**src/rtl/fetch_unit.sv**
```systemverilog
// Instruction fetch unit: a three-state IDLE/FETCH/ISSUE sequencer that reads
// one word from instruction memory, holds it for issue, then computes the next PC.
module fetch_unit #(
  parameter logic [31:0] RESET_PC = 32'h0000_0000
) (
  input  logic        clk,
  input  logic        rst,
  input  logic [1:0]  sel_bit_PC,
  input  logic [31:0] jump_offset,
  input  logic [31:0] branch_offset,
  input  logic        stall,
  output logic        imem_req,
  output logic [31:0] imem_addr,
  input  logic        imem_ack,
  input  logic [31:0] imem_rdata,
  output logic [31:0] instr,
  output logic [6:0]  OPcode,
  output logic [2:0]  func3,
  output logic        instr_valid,
  output logic [31:0] pc_out,
  output logic [31:0] instr_count
);

  localparam logic [1:0] IDLE  = 2'd0;
  localparam logic [1:0] FETCH = 2'd1;
  localparam logic [1:0] ISSUE = 2'd2;

  localparam logic [31:0] PC_ALIGN_MASK    = 32'hFFFF_FFFC;
  localparam logic [31:0] RESET_PC_ALIGNED = RESET_PC & PC_ALIGN_MASK;

  logic [1:0]  state;
  logic [31:0] pc;
  logic [31:0] pc_offset;
  logic [31:0] pc_target;
  logic [31:0] next_pc;

  // Next-PC is relative to the issued instruction; selector 11 falls back to sequential.
  always_comb begin
    pc_offset = 32'd4;
    case (sel_bit_PC)
      2'b01:   pc_offset = jump_offset;
      2'b10:   pc_offset = branch_offset;
      default: pc_offset = 32'd4;
    endcase
    pc_target = pc_out + pc_offset;
    next_pc   = pc_target & PC_ALIGN_MASK;
  end

  always_ff @(posedge clk or posedge rst) begin
    if (rst) begin
      state       <= IDLE;
      pc          <= RESET_PC_ALIGNED;
      instr       <= 32'd0;
      pc_out      <= 32'd0;
      instr_count <= 32'd0;
    end else begin
      case (state)
        IDLE: begin
          state <= FETCH;
        end
        FETCH: begin
          if (imem_ack) begin
            instr  <= imem_rdata;
            pc_out <= pc;
            state  <= ISSUE;
          end
        end
        ISSUE: begin
          if (!stall) begin
            pc          <= next_pc;
            instr_count <= instr_count + 32'd1;
            state       <= FETCH;
          end
        end
        default: begin
          state <= IDLE;
        end
      endcase
    end
  end

  // Handshake outputs decode straight from state so reset drops them without a clock.
  assign imem_req    = (state == FETCH);
  assign instr_valid = (state == ISSUE);
  assign imem_addr   = pc;
  assign OPcode      = instr[6:0];
  assign func3       = instr[14:12];

endmodule

```
**config.mk**
```make
export PLATFORM = sky130hd
export DESIGN_NAME = fetch_unit
export DESIGN_NICKNAME = d
export VERILOG_FILES = /design/src/rtl/fetch_unit.sv
export SDC_FILE = /design/constraint.sdc
export NUM_CORES = 1
export LEC_CHECK = 0
export BUFFER_PORTS_ARGS = -buffer_cell sky130_fd_sc_hd__buf_2
export CAP_MARGIN = 20
export CORE_UTILIZATION = 37
export CTS_CLUSTER_DIAMETER = 150
export DETAILED_ROUTE_END_ITERATION = 6
export MAX_ROUTING_LAYER = met4
export PLACE_DENSITY_LB_ADDON = 0.25
export SLEW_MARGIN = 20
export SYNTH_ARGS = -nofsm -noshare
export SYNTH_HDL_FRONTEND = slang
export SYNTH_SLANG_ARGS = --single-unit
```
**constraint.sdc**
```tcl
create_clock -name clk -period 3.95 [get_ports clk]
set_input_delay 0.79 -clock clk [delete_from_list [all_inputs] [get_ports clk]]
set_output_delay 0.79 -clock clk [all_outputs]
set_load 0.05 [all_outputs]
```
[Word level (Yosys, flattened, before mapping)]
Index checks and enable logic that the tools add are counted.
Storage, ports and cells
  word-level logic and storage cells: 22
  output and inout port bits: 140
  bits in registers: 126
  input port bits: 102
Cells by class
  bitwise gates (word level): 1
  eq/ne operators: 6
  $add $sub $neg: 2
  reductions and logical operators: 4
  muxes and demuxes: 4
Operators by type and width (number)
  $pmux W32 S2: 1
  $add A32 B1 Y32 const B: 1
  $add A32 B32 Y32: 1
  $pmux W2 S3: 1
  $reduce_and A2 Y1: 3
  $eq A2 B1 Y1 const B: 2
  $eq A2 B2 Y1 const B: 2
  $mux W2: 2
  $logic_not A2 Y1: 1
  $ne A2 B1 Y1 const B: 1
  $ne A2 B2 Y1 const B: 1
  $not A1 Y1: 1

[Logic depth before layout (Yosys ltp)]
  word-level depth: 3
  gate-level depth with buffers: 15
  mapped depth without buffers: 14

[Worst setup path before layout]
No wires, ideal clock.
  path kind: input to register
  from: input port sel_bit_PC[0]
  to: register pc[27] (netlist: imem_addr[27])
  setup time: 135 ps
  path slack: 338 ps
  stages: 14
  buffers on the path: 2
  required time: 3815 ps
  data arrival time: 3477 ps
  cell sequence: inv_1 > ha_1 > clkbuf_1 > buf_1 > nor2_1 > ha_1 > a21o_1 > a21o_1 > o21bai_1 > a221o_1 > nor2_1 > o221a_2 > xor2_1 > o21ai_0
Between the ends
  word-level cells in the longest chain between the ends: 3
  elaborated cells on any way between the ends: 4
  those cells by class: add/sub: 1; eq/ne: 2; mux: 1
Ends and longest elaborated chain
  from (decl): RTL line 8  | input logic [1:0] sel_bit_PC,
  $eq A2 B2 Y1 / $eq A2 B1 Y1 (equally long branches): RTL line 40  | case (sel_bit_PC)
  $pmux W32 S2 (*): RTL line 40
  $add A32 B32 Y32 (*): RTL line 45  | pc_target = pc_out + pc_offset;
  to (signal assigned): RTL line 70  | pc <= next_pc;
  to (decl): RTL line 32  | logic [31:0] pc;
Every way passes the cells marked *; elsewhere a longest branch is shown, timed or not.
A chain may end at the register's enable or synchronous reset.

[Worst setup path in the final report]
  from: input port sel_bit_PC[0]
  to: register pc[22] (netlist: imem_addr[22])
The elaborated chain is that of the path after synthesis.

==> results.yml <==
sta:
  slew_headroom_pct: 52.8
  fin_ws_ps: 461
  hold_slack_ps: 320
  rsz0062_at_grt: "no"
  setup_tns_ps: 0
  tightest_slew_ps: 707
  hold_violations: 0
  finalCritPeriodShare_pct: 88.3
  skew_ps: 20.9
  slew_violations: 0
  setup_violations: 0
  clock.fmax_mhz: 287
  fin_crit_ps: 3490
drt:
  route.detailed.drc: 0
  drt_iter0_markers: 212
  wl_met2_um: 8370
  routed-wl-met3_um: 1040
  vias_per_cell: 5.07
  routed.top_layer: "met4"
  drt_pass1_iterations: 5
  wire_per_inst_um: 15.5
  vias: 5898
  routed_wl_um: 18000
  wl_met1_um: 8390
  ant_nets: 0
setup_path:
  arrival_ps: 3850
  crit_fanout: 21
  crit_path_end_kind: "flip-flop"
  critPathKind: "input port to flip-flop"
  worstPathRequired_ps: 4310
  reg2reg_to: "imem_addr[22]$_DFFE_PP0P_"
  reg2reg_depth: 12
  rrSetupSlack_ps: 1160
  worst_setup_path_start_kind: "input port"
  r2r_start: "pc_out[2]$_DFFE_PP0P_"
yosys:
  synth_top_family_by_area: "simple AND/OR/NAND/NOR gates"
  synth-seq-area-share_pct: 45.2
  synth-adder-area-share_pct: 6.03
  postSynthAreaPerCell_um2: 10.3
  synth_mux_area_share_pct: 10.2
  synth_compound_area_share_pct: 13.8
  synth-main-ff-cell: "dfrtp_1"
  async_reset_ff_share_pct: 100
  postSynthCellCount: 676
  synth-xor-area-share_pct: 6.40
  synthSimpleGateAreaFrac_pct: 14.2
  syn_area_um2: 6980
  synth-seq-cells: 126
  ys_warn_count: 0
  synth_cell_type_count: 68
  synth_enable_flop_cells: 0
run_status:
  status: "finished clean"
clock_network:
  cts_tree: "yes"
  ctsRootBufferMaster: "clkbuf_16"
  worstSkewPairLatency_ps: 430
  hold_buffers: 0
  cts_buffers: 17
  cts_setup_buffers: 0
  clock_path_buffers: 2
  path_clk_slew_ps: 60
  clkSinkCount: 126
  htreeDepth: 4
  post_cts_resized: 0
placement:
  io_buffers: 233
  placed_cell_area_um2: 8490
  hpwl_um: 13700
  dp_cells: 1132
  place_ws_ps: -52.7
  gp_congestion: 0.848
layout:
  drive_above_1_share_pct: 40.8
  fin_util_pct: 50.1
  layout.cells.non_filler: 1163
  fin_area_um2: 9120
  nets: 1057
  antenna_cells: 0
  area_growth_pct: 30.8
floorplan:
  die_w_um: 139
  ios: 242
  initial_core_util_pct: 38.3
  fp-row-count: 49
  core_um2: 18200
  dieArea_um2: 19400
  die_y_um: 139
power:
  p_leak_nw: 4.72
  finalPower_mw: 7.64
  power_density_nw_per_um2: 837
  switching_share_pct: 48.2
  p_clk_share_pct: 22.0
  seq_power_share_pct: 27.1
  p_int_mw: 3.95
  pwr-share-comb_pct: 50.9
  max-vdd-ir-drop_mv: 0.400
  p_sw_mw: 3.68
grt:
  grt-ovfl-total: 0
  antenna_found_initial: 0
  grt_usage_pct: 19.6
  grt_pass1_wl_um: 29000
  grt_max_degree: 71
  first_global_vias: 5635
min_path:
  hp-class: "input port to async pin"
flow_run:
  cap_violations: 0
## cells by family (layout without fill, tap and decap cells)
logic type               Yosys count  in the layout
buffers and inverters             57            312
adder cells (fa/ha/maj)           33             33
XOR/XNOR                          51             51
AND/OR/NAND/NOR                  200            200
AO/OA/AOI/OAI                    145            145
multiplexers                      63             63
flip-flops                       126            126
other                              1              4
## synth_stat cells (all sizes together), types with 2 or more instances
cell type  count  area, um^2
dfrtp        126        3150
nand2         67         251
mux2          62         698
nor2          50         190
o21ai         39         203
ha            32         400
a21oi         31         155
a22oi         29         218
xnor2         27         236
xor2          24         210
buf           22         150
nand3         21         115
clkbuf        19        82.6
and3          18         120
inv           16        60.1
a21o          13         100
nand2b         6        37.5
nand4          6        37.5
nor3           6        30.0
o211ai         5        42.5
o31ai          5        37.5
nor2b          4        25.0
a211oi         3        22.5
and2           3        18.8
and2b          3        27.5
nor3b          3        27.5
o31a           3        26.3
a221o          2        20.0
a31o           2        17.5
and4           2        17.5
nand3b         2        15.0
o21a           2        15.0
or3            2        12.5
## state kept, by name, summed over array words and instances (netlist names)
register	flops
instr	32
imem_addr	30
instr_count	32
pc_out	30
state	2
## final cells by class
class,instances,area [um^2]
tap,229,287
inverter,16,63.8
clock buffer,19,453
sequential,126,3150
timing repair buffer,265,1440
multi-input combinational,496,3540
fill,1680,9080
clock inverter,12,183
## power groups by stage
stage	clock network (mW)	registers, mW	logic, mW
after floorplan	0	3.59	1.48
after global placement	0	2.08	3.88
after detailed placement	0	2.09	3.90
after CTS	1.72	2.07	3.91
after global routing	1.78	2.14	4.10
final	1.68	2.07	3.89
## worst max-delay path: stages
cell and delay [ps]:
buf_2 110, inv_1 50, ha_1 180, buf_12 180
a22oi_1 90, or2_2 310, fa_1 440, nand2b_1 180
a21oi_1 200, buf_4 150, o2111ai_2 140, and3_4 220
o21ai_2 160, a21oi_1 110, or4b_1 470, nand3_1 80
## worst max path at each step
stage	from	end	slack, ps
6_report	sel_bit_PC[0]	imem_addr[22]$_DFFE_PP0P_	460
3_5_place_dp	sel_bit_PC[0]	imem_addr[31]$_DFFE_PP0P_	-50
4_1_cts	sel_bit_PC[0]	imem_addr[21]$_DFFE_PP0P_	390
5_1_grt	sel_bit_PC[0]	imem_addr[26]$_DFFE_PP0P_	200
2_1_floorplan	sel_bit_PC[0]	imem_addr[27]$_DFFE_PP0P_	340
3_3_place_gp	sel_bit_PC[0]	imem_addr[31]$_DFFE_PP0P_	-10
## cell usage in the layout, fill, tap and decap left out, drive strengths merged, types with 2 or more instances in the layout
| master | count |
|---|---|
| buf | 265 |
| dfrtp | 126 |
| nand2 | 67 |
| mux2 | 62 |
| nor2 | 50 |
| o21ai | 39 |
| ha | 32 |
| a21oi | 31 |
| a22oi | 29 |
| xnor2 | 27 |
| xor2 | 24 |
| nand3 | 21 |
| clkbuf | 19 |
| and3 | 18 |
| inv | 18 |
| a21o | 13 |
| nand4 | 6 |
| nand2b | 6 |
| nor3 | 6 |
| o31ai | 5 |
| o211ai | 5 |
| nor2b | 4 |
| clkinvlp | 4 |
| conb | 4 |
| bufinv | 4 |
| and2 | 3 |
| o31a | 3 |
| a211oi | 3 |
| and2b | 3 |
| nor3b | 3 |
| and4 | 2 |
| nand3b | 2 |
| o21a | 2 |
| or3 | 2 |
| a221o | 2 |
| a31o | 2 |
| clkinv | 2 |
## routing by layer
metal | track usage, % | vias up
met1 | 24.5 | 2778
met2 | 31.8 | 208
li1 | - | 2896
met5 | - | -
met3 | 4.16 | 16
met4 | 5.73 | 0
Power figures use the tool's default switching activity.
